<file path="config.mk">
export PLATFORM = sky130hd
export DESIGN_NAME = obi_mux_rr_flat
export DESIGN_NICKNAME = d
export VERILOG_FILES = /design/src/rtl/obi_mux_rr_if.sv /design/src/rtl/obi_mux_rr.sv /design/src/flat_wrapper.sv
export SDC_FILE = /design/constraint.sdc
export NUM_CORES = 1
export LEC_CHECK = 0
export CAP_MARGIN = 20
export CORE_AREA = 5 5 132 134
export DETAILED_ROUTE_END_ITERATION = 12
export DIE_AREA = 0 0 137 139
export GPL_TIMING_DRIVEN = 0
export PLACE_DENSITY = 0.54
export SYNTH_ARGS = -nofsm -noshare
export SYNTH_HDL_FRONTEND = slang
export SYNTH_SLANG_ARGS = --single-unit
</file>
<file path="constraint.sdc">
create_clock -name clk_i -period 2.5 [get_ports clk_i]
set_input_delay 0.75 -clock clk_i [delete_from_list [all_inputs] [get_ports clk_i]]
set_output_delay 0.75 -clock clk_i [all_outputs]
set_load 0.005 [all_outputs]
</file>
<file path="src/rtl/obi_mux_rr_if.sv">
// OBI bundle for the N:1 round-robin mux: N upstream request/response
// channels plus the single shared downstream channel.
// slave  : the mux's view (takes upstream requests, drives the downstream port)
// master : the environment's view (upstream managers plus downstream target)
interface obi_mux_rr_if #(
  parameter int unsigned NumSbrPorts = 2,
  parameter int unsigned AddrW       = 32,
  parameter int unsigned DataW       = 32,
  parameter int unsigned IdW         = 4
);
  localparam int unsigned BeW = DataW / 8;

  // upstream A channel
  logic [NumSbrPorts-1:0]            sbr_req;
  logic [NumSbrPorts-1:0][AddrW-1:0] sbr_addr;
  logic [NumSbrPorts-1:0]            sbr_we;
  logic [NumSbrPorts-1:0][BeW-1:0]   sbr_be;
  logic [NumSbrPorts-1:0][DataW-1:0] sbr_wdata;
  logic [NumSbrPorts-1:0][IdW-1:0]   sbr_aid;
  // upstream grant and R channel
  logic [NumSbrPorts-1:0]            sbr_gnt;
  logic [NumSbrPorts-1:0]            sbr_rvalid;
  logic [NumSbrPorts-1:0][DataW-1:0] sbr_rdata;
  logic [NumSbrPorts-1:0][IdW-1:0]   sbr_rid;
  logic [NumSbrPorts-1:0]            sbr_err;
  // downstream port
  logic             mgr_req;
  logic [AddrW-1:0] mgr_addr;
  logic             mgr_we;
  logic [BeW-1:0]   mgr_be;
  logic [DataW-1:0] mgr_wdata;
  logic [IdW-1:0]   mgr_aid;
  logic             mgr_gnt;
  logic             mgr_rvalid;
  logic [DataW-1:0] mgr_rdata;
  logic [IdW-1:0]   mgr_rid;
  logic             mgr_err;

  modport slave (
    input  sbr_req, sbr_addr, sbr_we, sbr_be, sbr_wdata, sbr_aid,
    output sbr_gnt, sbr_rvalid, sbr_rdata, sbr_rid, sbr_err,
    output mgr_req, mgr_addr, mgr_we, mgr_be, mgr_wdata, mgr_aid,
    input  mgr_gnt, mgr_rvalid, mgr_rdata, mgr_rid, mgr_err
  );

  modport master (
    output sbr_req, sbr_addr, sbr_we, sbr_be, sbr_wdata, sbr_aid,
    input  sbr_gnt, sbr_rvalid, sbr_rdata, sbr_rid, sbr_err,
    input  mgr_req, mgr_addr, mgr_we, mgr_be, mgr_wdata, mgr_aid,
    output mgr_gnt, mgr_rvalid, mgr_rdata, mgr_rid, mgr_err
  );
endinterface

</file>
<file path="src/rtl/obi_mux_rr.sv">
// obi_mux_rr: N:1 OBI multiplexer with round-robin A-channel arbitration
// and in-order R-channel routing through a FIFO of granted port indices.
// A and R paths are purely combinational; only arbitration state, the
// index FIFO and the outstanding counter are registered.
// Optional feature macro OBI_MUX_RR_SPURIOUS_ERR_EN adds a sticky
// spurious_rsp_o flag raised by any rvalid arriving with nothing outstanding.
// NumSbrPorts must match the NumSbrPorts of the connected interface.
module obi_mux_rr #(
  parameter  int unsigned NumSbrPorts = 2,
  parameter  int unsigned NumMaxTrans = 4,
  localparam int unsigned IdxW        = $clog2(NumSbrPorts),
  localparam int unsigned CntW        = $clog2(NumMaxTrans + 1)
) (
  input  logic            clk_i,
  input  logic            rst_i,
  obi_mux_rr_if.slave     bus,
`ifdef OBI_MUX_RR_SPURIOUS_ERR_EN
  output logic            spurious_rsp_o,
`endif
  output logic [CntW-1:0] outstanding_o
);

  localparam int unsigned PtrW = (NumMaxTrans > 1) ? $clog2(NumMaxTrans) : 1;

  logic [IdxW-1:0] r_rr_ptr;
  logic            r_lock;
  logic [IdxW-1:0] r_lock_idx;
  logic [IdxW-1:0] r_fifo [NumMaxTrans];
  logic [PtrW-1:0] r_wr_ptr;
  logic [PtrW-1:0] r_rd_ptr;
  logic [CntW-1:0] r_cnt;

  logic            w_any_req;
  logic            w_locked;
  logic [IdxW-1:0] w_win;
  logic [IdxW-1:0] w_head;
  logic            w_full;
  logic            w_empty;
  logic            w_pop;
  logic            w_push;
  logic            w_req_o;

  // Winner selection: a stalled request keeps its port, else first requester at or after the pointer.
  always_comb begin
    int unsigned v_idx;
    logic        v_found;
    v_idx     = 0;
    v_found   = 1'b0;
    w_any_req = |bus.sbr_req;
    w_locked  = r_lock & bus.sbr_req[r_lock_idx];
    w_win     = r_rr_ptr;
    if (w_locked) begin
      w_win = r_lock_idx;
    end else begin
      for (int unsigned k = 0; k < NumSbrPorts; k++) begin
        v_idx = 32'(r_rr_ptr) + k;
        if (v_idx >= NumSbrPorts) v_idx = v_idx - NumSbrPorts;
        if (!v_found && bus.sbr_req[IdxW'(v_idx)]) begin
          v_found = 1'b1;
          w_win   = IdxW'(v_idx);
        end
      end
    end
  end

  // A channel forwarding; a full FIFO only lets a request through when a response frees a slot this cycle.
  always_comb begin
    w_full    = (r_cnt == CntW'(NumMaxTrans));
    w_empty   = (r_cnt == '0);
    w_pop     = bus.mgr_rvalid & ~w_empty;
    w_req_o   = w_any_req & (~w_full | w_pop) & ~rst_i;
    w_push    = w_req_o & bus.mgr_gnt;
    bus.mgr_req   = w_req_o;
    bus.mgr_addr  = bus.sbr_addr[w_win];
    bus.mgr_we    = bus.sbr_we[w_win];
    bus.mgr_be    = bus.sbr_be[w_win];
    bus.mgr_wdata = bus.sbr_wdata[w_win];
    bus.mgr_aid   = bus.sbr_aid[w_win];
  end

  // Grant goes to the winner only; rvalid goes to the oldest granted port; R payload is broadcast.
  always_comb begin
    w_head         = r_fifo[r_rd_ptr];
    bus.sbr_gnt    = '0;
    bus.sbr_rvalid = '0;
    bus.sbr_rdata  = '0;
    bus.sbr_rid    = '0;
    bus.sbr_err    = '0;
    for (int unsigned i = 0; i < NumSbrPorts; i++) begin
      bus.sbr_gnt[i]    = w_push & (w_win == IdxW'(i));
      bus.sbr_rvalid[i] = w_pop & (w_head == IdxW'(i));
      bus.sbr_rdata[i]  = bus.mgr_rdata;
      bus.sbr_rid[i]    = bus.mgr_rid;
      bus.sbr_err[i]    = bus.mgr_err;
    end
  end

  // Arbitration state: advance the pointer past the winner on handshake, hold the winner while stalled.
  always_ff @(posedge clk_i or posedge rst_i) begin
    if (rst_i) begin
      r_rr_ptr   <= '0;
      r_lock     <= 1'b0;
      r_lock_idx <= '0;
    end else if (w_push) begin
      r_rr_ptr <= (w_win == IdxW'(NumSbrPorts - 1)) ? '0 : w_win + IdxW'(1);
      r_lock   <= 1'b0;
    end else if (w_req_o) begin
      r_lock     <= 1'b1;
      r_lock_idx <= w_win;
    end else if (r_lock && !bus.sbr_req[r_lock_idx]) begin
      r_lock <= 1'b0;
    end
  end

  // Index FIFO storage; contents are only read while the count is non-zero, so no reset is needed.
  always_ff @(posedge clk_i) begin
    if (w_push) r_fifo[r_wr_ptr] <= w_win;
  end

  // FIFO pointers (wrap at depth, any depth) and outstanding count; push and pop may coincide.
  always_ff @(posedge clk_i or posedge rst_i) begin
    if (rst_i) begin
      r_wr_ptr <= '0;
      r_rd_ptr <= '0;
      r_cnt    <= '0;
    end else begin
      if (w_push) r_wr_ptr <= (r_wr_ptr == PtrW'(NumMaxTrans - 1)) ? '0 : r_wr_ptr + PtrW'(1);
      if (w_pop)  r_rd_ptr <= (r_rd_ptr == PtrW'(NumMaxTrans - 1)) ? '0 : r_rd_ptr + PtrW'(1);
      if (w_push && !w_pop && !w_full)      r_cnt <= r_cnt + CntW'(1);
      else if (w_pop && !w_push && !w_empty) r_cnt <= r_cnt - CntW'(1);
    end
  end

  assign outstanding_o = r_cnt;

`ifdef OBI_MUX_RR_SPURIOUS_ERR_EN
  logic r_spurious;

  // Sticky flag for a response that arrived with no transaction outstanding.
  always_ff @(posedge clk_i or posedge rst_i) begin
    if (rst_i)                          r_spurious <= 1'b0;
    else if (bus.mgr_rvalid && w_empty) r_spurious <= 1'b1;
  end

  assign spurious_rsp_o = r_spurious;
`endif

endmodule

</file>
<file path="src/flat_wrapper.sv">
// flat-port wrapper written by rule: the top's interface ports become plain ports
module obi_mux_rr_flat 
#(
  parameter  int unsigned NumSbrPorts = 2,
  parameter  int unsigned NumMaxTrans = 4,
  localparam int unsigned IdxW        = $clog2(NumSbrPorts),
  localparam int unsigned CntW        = $clog2(NumMaxTrans + 1)
)
  (clk_i, rst_i, outstanding_o, bus_sbr_req, bus_sbr_addr, bus_sbr_we, bus_sbr_be, bus_sbr_wdata, bus_sbr_aid, bus_sbr_gnt, bus_sbr_rvalid, bus_sbr_rdata, bus_sbr_rid, bus_sbr_err, bus_mgr_req, bus_mgr_addr, bus_mgr_we, bus_mgr_be, bus_mgr_wdata, bus_mgr_aid, bus_mgr_gnt, bus_mgr_rvalid, bus_mgr_rdata, bus_mgr_rid, bus_mgr_err);
  obi_mux_rr_if #(.NumSbrPorts(NumSbrPorts)) bus_i ();
  input  logic clk_i;
  input  logic rst_i;
  output logic [CntW-1:0] outstanding_o;
  input wire logic [$bits(bus_i.sbr_req)-1:0] bus_sbr_req;
  input wire logic [$bits(bus_i.sbr_addr)-1:0] bus_sbr_addr;
  input wire logic [$bits(bus_i.sbr_we)-1:0] bus_sbr_we;
  input wire logic [$bits(bus_i.sbr_be)-1:0] bus_sbr_be;
  input wire logic [$bits(bus_i.sbr_wdata)-1:0] bus_sbr_wdata;
  input wire logic [$bits(bus_i.sbr_aid)-1:0] bus_sbr_aid;
  output wire logic [$bits(bus_i.sbr_gnt)-1:0] bus_sbr_gnt;
  output wire logic [$bits(bus_i.sbr_rvalid)-1:0] bus_sbr_rvalid;
  output wire logic [$bits(bus_i.sbr_rdata)-1:0] bus_sbr_rdata;
  output wire logic [$bits(bus_i.sbr_rid)-1:0] bus_sbr_rid;
  output wire logic [$bits(bus_i.sbr_err)-1:0] bus_sbr_err;
  output wire logic [$bits(bus_i.mgr_req)-1:0] bus_mgr_req;
  output wire logic [$bits(bus_i.mgr_addr)-1:0] bus_mgr_addr;
  output wire logic [$bits(bus_i.mgr_we)-1:0] bus_mgr_we;
  output wire logic [$bits(bus_i.mgr_be)-1:0] bus_mgr_be;
  output wire logic [$bits(bus_i.mgr_wdata)-1:0] bus_mgr_wdata;
  output wire logic [$bits(bus_i.mgr_aid)-1:0] bus_mgr_aid;
  input wire logic [$bits(bus_i.mgr_gnt)-1:0] bus_mgr_gnt;
  input wire logic [$bits(bus_i.mgr_rvalid)-1:0] bus_mgr_rvalid;
  input wire logic [$bits(bus_i.mgr_rdata)-1:0] bus_mgr_rdata;
  input wire logic [$bits(bus_i.mgr_rid)-1:0] bus_mgr_rid;
  input wire logic [$bits(bus_i.mgr_err)-1:0] bus_mgr_err;
  assign bus_i.sbr_req = bus_sbr_req;
  assign bus_i.sbr_addr = bus_sbr_addr;
  assign bus_i.sbr_we = bus_sbr_we;
  assign bus_i.sbr_be = bus_sbr_be;
  assign bus_i.sbr_wdata = bus_sbr_wdata;
  assign bus_i.sbr_aid = bus_sbr_aid;
  assign bus_sbr_gnt = bus_i.sbr_gnt;
  assign bus_sbr_rvalid = bus_i.sbr_rvalid;
  assign bus_sbr_rdata = bus_i.sbr_rdata;
  assign bus_sbr_rid = bus_i.sbr_rid;
  assign bus_sbr_err = bus_i.sbr_err;
  assign bus_mgr_req = bus_i.mgr_req;
  assign bus_mgr_addr = bus_i.mgr_addr;
  assign bus_mgr_we = bus_i.mgr_we;
  assign bus_mgr_be = bus_i.mgr_be;
  assign bus_mgr_wdata = bus_i.mgr_wdata;
  assign bus_mgr_aid = bus_i.mgr_aid;
  assign bus_i.mgr_gnt = bus_mgr_gnt;
  assign bus_i.mgr_rvalid = bus_mgr_rvalid;
  assign bus_i.mgr_rdata = bus_mgr_rdata;
  assign bus_i.mgr_rid = bus_mgr_rid;
  assign bus_i.mgr_err = bus_mgr_err;
  obi_mux_rr #(.NumSbrPorts(NumSbrPorts), .NumMaxTrans(NumMaxTrans)) u_core (.clk_i(clk_i), .rst_i(rst_i), .bus(bus_i), .outstanding_o(outstanding_o));
endmodule
</file>
==> results of run 1 <==
-- logic make-up (layout without fill, tap and decap cells) --
group                      count (synthesis)  count (layout)
DFF                                       14              14
muxes                                     77              77
and+or+nand+nor                           34              34
adders and majority gates                  6               6
other                                      0               1
buffers and inverters                     90             432
AOI/OAI and AO/OA                         21              21
-- power by group --
part | total, mW | leakage [nW] | internal, mW | switching (mW)
Clock | 0.305 | 0.0385 | 0.212 | 0.0933
Combinational | 2.63 | 2.88 | 1.80 | 0.833
Sequential | 0.439 | 0.154 | 0.324 | 0.116
-- metrics by stage --
stage | power, mW | utilization
5_1_grt | 3.60 | 0.415
6_report | 3.38 | 0.415
3_5_place_dp | 2.35 | 0.352
4_1_cts | 3.45 | 0.416
3_3_place_gp | 2.33 | 0.352
2_1_floorplan | 1.27 | -
-- registers in the layout, summed over array words and instances, names as in the netlist --
name and flops:
u_core.r_rd_ptr 2, u_core.outstanding_o 3, u_core.r_rr_ptr 1, u_core.r_fifo 4
u_core.r_wr_ptr 2, u_core.r_lock 1, u_core.r_lock_idx 1
-- worst max-delay path, stage by stage --
cell and delay (ps):
buf_12 110, nand2b_4 60, a21oi_4 50, a21oi_4 170, buf_12 130, buf_12 120
buf_12 120, buf_6 100, mux2_4 290, buf_6 120
-- cells in the mapped netlist, drive strengths merged (2+ instances only) --
cell,number
nand2b,3
a21oi,3
nor2b,2
nor3,5
o211ai,3
nand2,4
a21o,2
buf,83
nor2,7
and2,5
o21bai,2
ha,5
edfxtp,4
nand3,3
mux2,76
o21ai,6
o311ai,2
inv,6
dfrtp,10
nand4,2
-- how the worst min path moves through the flow --
stage / start / endpoint / slack, ps / cells past startpoint
after CTS: u_core.r_lock$_DFFE_PP0P_ / u_core.r_lock$_DFFE_PP0P_ / 550 / 2
final: u_core.r_lock$_DFFE_PP0P_ / u_core.r_lock$_DFFE_PP0P_ / 550 / 2
after floorplan: u_core.r_rr_ptr$_DFFE_PP0P_ / u_core.r_rr_ptr$_DFFE_PP0P_ / 500 / 2
after global routing: u_core.r_lock$_DFFE_PP0P_ / u_core.r_lock$_DFFE_PP0P_ / 580 / 2
after detailed placement: u_core.r_rr_ptr$_DFFE_PP0P_ / u_core.r_rr_ptr$_DFFE_PP0P_ / 530 / 2
after global placement: u_core.r_rr_ptr$_DFFE_PP0P_ / u_core.r_rr_ptr$_DFFE_PP0P_ / 520 / 2
-- layout make-up --
| class | instances | area [sq um] | area share |
|---|---|---|---|
| diodes | 1 | 2.50 | 0.000373 |
| plain buffers | 84 | 717 | 0.107 |
| clock buffers | 3 | 75.1 | 0.0112 |
| clock inverters | 1 | 3.75 | 0.000559 |
| inverters | 6 | 22.5 | 0.00336 |
| multi-input cells | 138 | 1640 | 0.245 |
| flip-flops and latches | 14 | 373 | 0.0556 |
| well taps | 220 | 275 | 0.0410 |
| repair buffers | 338 | 3600 | 0.536 |
-- layer usage --
layer,part of all wire,track usage,up-vias
met5,0,0,-
met4,0.014,0.0299,0
met3,0.10,0.0432,12
met2,0.57,0.285,180
met1,0.32,0.133,1363
li1,-,-,1463
-- what timing repair did --
action	in CTS	in global routing
resized for setup	512	10
cloned	5	0
setup endpoints to repair	80	76
buffers inserted	30	2
pin swaps	4	0
==> results.sh, run 1 <==
export IMPL_reg2reg_depth=6
export IMPL_startpoint="bus_sbr_req[0]"
export IMPL_drtIter0Drc=55
export IMPL_die_area_sq_um=19000
export IMPL_cp_required_ps=1750
export IMPL_core_sq_um=16200
export IMPL_ff2ff_setup_slack_ps=590
export IMPL_synth_cell_types=34
export IMPL_vdd_drop_max_mv=0.231
export IMPL_io_buffers=305
export IMPL_synth_nets=437
export IMPL_fin_setup_tns_ps=-15360
export IMPL_synthCells=242
export IMPL_drive_above_1_share=0.491
export IMPL_max_freq_ghz=0.357
export IMPL_ioPinCount=344
export IMPL_setup_worst_path_end="bus_mgr_wdata[29]"
export IMPL_final_setup_skew_ps=1.96
export IMPL_crit_fanout=5
export IMPL_setup_slack_ps=-299
export IMPL_placedCellCount=767
export IMPL_place_ws_ps=-1450
export IMPL_clock_latency_ps=240
export IMPL_rsz0062_at_grt="true"
export IMPL_nFillCells=1560
export IMPL_async_flop_share=0.714
export IMPL_status="finished with violations"
export IMPL_worstHoldPathType="reg -> reg"
export IMPL_end_kind="primary output"
export IMPL_grt_usage=0.140
export IMPL_synth_fa_ha_area_frac=0.0349
export IMPL_finalSetupViolCount=75
export IMPL_ys_warnings_count=0
export IMPL_gp_congestion=0.771
export IMPL_row_count=47
export IMPL_timing_slew_headroom=0.722
export IMPL_startpoint_type="input port"
export IMPL_finalInstanceArea_sq_um=6710
export IMPL_p_leak_nw=3.07
export IMPL_seq_area_frac_synth=0.157
export IMPL_synth_simple_area_share=0.0788
export IMPL_fin_crit_ps=2800
export IMPL_synth_mux_area_frac=0.395
export IMPL_postRouteAntennaNets=0
export IMPL_synth_area_leader_cell="mux2_2"
export IMPL_cts_sinks=14
export IMPL_synth_edf_count=4
export IMPL_mappedNetlistArea_sq_um=2360
export IMPL_finalNonFillerCells=805
export IMPL_synth_main_ff_cell="dfrtp_1"
export IMPL_cts_buffers=3
export IMPL_netlist_top_cells_area="mux2_2 29%, buf_4 23%, dfrtp_1 11%, mux2_4 9.5%, edfxtp_1 5.1%"
export IMPL_avgSynthCellArea_sq_um=9.77
export IMPL_post_drt_via_cell_ratio=3.75
export IMPL_critPathKind="in -> out"
export IMPL_holdWs_ps=549
export IMPL_synthXorXnorAreaFrac=0
export IMPL_cts_root_buf="clkbuf_16"
export IMPL_power_density_nw_per_um2=504
export IMPL_wire_per_inst_um=17.7
export IMPL_grt_start_max_net_pins=11
export IMPL_cap_violations=0
export IMPL_cts_hold_buf=0
export IMPL_detail_route_first_pass_iterations=4
export IMPL_die_y_um=139
export IMPL_globalRouteOverflowTotal=0
export IMPL_final_cell_mix="223 x clkdlybuf4s50_1, 89 x buf_6, 81 x buf_4"
export IMPL_synth_top_family_by_area="multiplexers"
export IMPL_grt_pass1_wl_um=20400
export IMPL_drv_slew=0
export IMPL_dp_hpwl_um=11900
export IMPL_cts_max_path_buffers=2
export IMPL_failed_checks="negative setup slack"
export IMPL_cp_arrival_ps=2050
export IMPL_htreeDepth=1
export IMPL_die_w_um=137
export IMPL_final_common_cell="clkdlybuf4s50_1"
export IMPL_post_route_period_util=1.12
export IMPL_start_util=0.146
export IMPL_nets=780
export IMPL_worst_slew_pin_slew_ps=417
export IMPL_drt_wl_total_um=14300
export IMPL_synth_seq_cells=14
export IMPL_drc=0
export IMPL_timing_rr_start="u_core.outstanding_o[0]$_DFFE_PP0P_"
export IMPL_antenna_found_initial=1
export IMPL_hold_violations=0
export IMPL_synth_compound_area_share=0.0614
export IMPL_dr_total_vias=3018
export IMPL_clk_pin_slew_ps=50
export IMPL_placed_area_sq_um=5690
export IMPL_reg2reg_to="u_core.outstanding_o[2]$_DFFE_PP0P_"
export IMPL_grt_pass1_vias=3436
export IMPL_yosys_area_top_type_share=0.290
export IMPL_tritoncts="yes"
export IMPL_syn_to_final_growth_pct=184
No activity file was read; power rests on OpenSTA's default activity.
==> run 2, diff against run 1 <==
--- a/config.mk
+++ b/config.mk
@@ -11,6 +11,7 @@
 export DIE_AREA = 0 0 137 139
 export GPL_TIMING_DRIVEN = 0
 export PLACE_DENSITY = 0.54
+export SETUP_SLACK_MARGIN = 0.05
 export SYNTH_ARGS = -nofsm -noshare
 export SYNTH_HDL_FRONTEND = slang
 export SYNTH_SLANG_ARGS = --single-unit
==> results.sh, run 2 (synthesis results as in run 1) <==
export IMPL_clock_latency_ps=240
export IMPL_globalRouteOverflowTotal=0
export IMPL_setup_slack_ps=-298
export IMPL_reg2reg_to="u_core.outstanding_o[2]$_DFFE_PP0P_"
export IMPL_drive_above_1_share=0.490
export IMPL_core_sq_um=16200
export IMPL_cp_required_ps=1750
export IMPL_end_kind="primary output"
export IMPL_finalInstanceArea_sq_um=6710
export IMPL_post_route_period_util=1.12
export IMPL_nFillCells=1557
export IMPL_ioPinCount=344
export IMPL_final_common_cell="clkdlybuf4s50_1"
export IMPL_drv_slew=0
export IMPL_hold_violations=0
export IMPL_grt_usage=0.140
export IMPL_cts_max_path_buffers=2
export IMPL_row_count=47
export IMPL_htreeDepth=1
export IMPL_cts_sinks=14
export IMPL_final_cell_mix="223 x clkdlybuf4s50_1, 89 x buf_6, 82 x buf_4"
export IMPL_placed_area_sq_um=5690
export IMPL_fin_crit_ps=2800
export IMPL_total_power_mw=3.37
export IMPL_rsz0062_at_grt="true"
export IMPL_fin_setup_tns_ps=-15350
export IMPL_die_y_um=139
export IMPL_failed_checks="negative setup slack"
export IMPL_nets=780
export IMPL_tritoncts="yes"
export IMPL_cap_violations=0
export IMPL_reg2reg_depth=6
export IMPL_critPathKind="in -> out"
export IMPL_cts_root_buf="clkbuf_16"
export IMPL_status="finished with violations"
export IMPL_power_density_nw_per_um2=503
export IMPL_wire_per_inst_um=17.7
export IMPL_whs_path_depth=2
export IMPL_detail_route_first_pass_iterations=4
export IMPL_largest_reg_flops=4
export IMPL_dp_hpwl_um=11900
export IMPL_grt_pass1_wl_um=20400
export IMPL_final_util=0.415
export IMPL_regMostFlops="u_core.r_fifo"
export IMPL_post_drt_via_cell_ratio=3.74
export IMPL_postRouteAntennaNets=0
export IMPL_grt_start_max_net_pins=11
export IMPL_final_setup_skew_ps=2.19
export IMPL_drc=0
export IMPL_hold_start="u_core.r_lock$_DFFE_PP0P_"
export IMPL_cp_arrival_ps=2050
export IMPL_finalSetupViolCount=75
export IMPL_min_to="u_core.r_lock$_DFFE_PP0P_"
export IMPL_ff2ff_setup_slack_ps=540
export IMPL_die_area_sq_um=19000
export IMPL_vdd_drop_max_mv=0.230
export IMPL_antenna_found_initial=1
export IMPL_crit_fanout=5
export IMPL_io_buffers=305
export IMPL_p_leak_nw=3.06
export IMPL_worstHoldPathType="reg -> reg"
export IMPL_die_w_um=137
export IMPL_cts_buffers=3
export IMPL_grt_pass1_vias=3436
export IMPL_timing_slew_headroom=0.720
export IMPL_dr_total_vias=3011
export IMPL_startpoint_type="input port"
export IMPL_cts_hold_buf=0
export IMPL_max_freq_ghz=0.357
export IMPL_drtIter0Drc=53
export IMPL_clk_pin_slew_ps=50
export IMPL_gp_congestion=0.771
export IMPL_syn_to_final_growth_pct=184
export IMPL_drt_wl_total_um=14300
export IMPL_timing_rr_start="u_core.outstanding_o[0]$_DFFE_PP0P_"
export IMPL_worst_slew_pin_slew_ps=420
export IMPL_start_util=0.146
-- run 2: cell type report --
class | count | area (sq um) | share of cell area
well taps | 220 | 275 | 0.0410
clock buffers | 3 | 75.1 | 0.0112
multi-input cells | 138 | 1640 | 0.245
plain buffers | 84 | 717 | 0.107
diodes | 1 | 2.50 | 0.000373
inverters | 6 | 22.5 | 0.00336
repair buffers | 338 | 3590 | 0.536
flip-flops and latches | 14 | 373 | 0.0556
clock inverters | 1 | 3.75 | 0.000560
-- run 2: power by group --
part / internal, mW / switching (mW) / total, mW / leakage, nW
sequential: 0.324 / 0.112 / 0.435 / 0.154
clock: 0.212 / 0.0936 / 0.305 / 0.0385
combinational: 1.80 / 0.835 / 2.63 / 2.87
total: 2.33 / 1.04 / 3.37 / 3.06
-- run 2: worst max-delay path, cell delays in order --
cell	delay [ps]
buf_12	110
nand2b_4	60
a21oi_4	50
a21oi_4	170
buf_12	130
buf_12	120
buf_12	120
buf_6	100
mux2_4	290
buf_6	120
-- run 2: worst max path at each step --
| stage | start | end | slack (ps) | cells after the start |
|---|---|---|---|---|
| 2_1_floorplan | bus_sbr_req[0] | bus_mgr_wdata[19] | 60 | 6 |
| 3_3_place_gp | bus_sbr_req[1] | bus_mgr_wdata[2] | -1450 | 6 |
| 3_5_place_dp | bus_sbr_req[0] | bus_mgr_wdata[2] | -1450 | 7 |
| 4_1_cts | bus_sbr_req[0] | bus_mgr_wdata[14] | -310 | 10 |
| 5_1_grt | bus_sbr_req[0] | bus_mgr_wdata[30] | -350 | 10 |
| 6_report | bus_sbr_req[0] | bus_mgr_wdata[29] | -300 | 10 |
-- run 2: through the flow --
step | std cells | worst slack, ps | hold slack (ps)
finish | 805 | -298 | 549
global route | 805 | -350 | 580
CTS | 806 | -313 | 550
detailed placement | 767 | -1450 | 533
global placement | 767 | -1450 | 516
floorplan | 242 | 62.6 | 496
-- run 2: timing repair --
action | in CTS | in global routing
setup endpoints to repair | 80 | 76
gates cloned | 5 | 0
setup buffers | 30 | 2
gates resized for setup | 514 | 8
pin swaps | 4 | 0
-- run 2: layer usage --
metal | track usage | up-vias | wire (um)
met5 | 0 | - | 0
met4 | 0.0299 | 0 | 204
met3 | 0.0432 | 12 | 1440
met2 | 0.285 | 182 | 8060
met1 | 0.133 | 1355 | 4560
li1 | - | 1462 | -
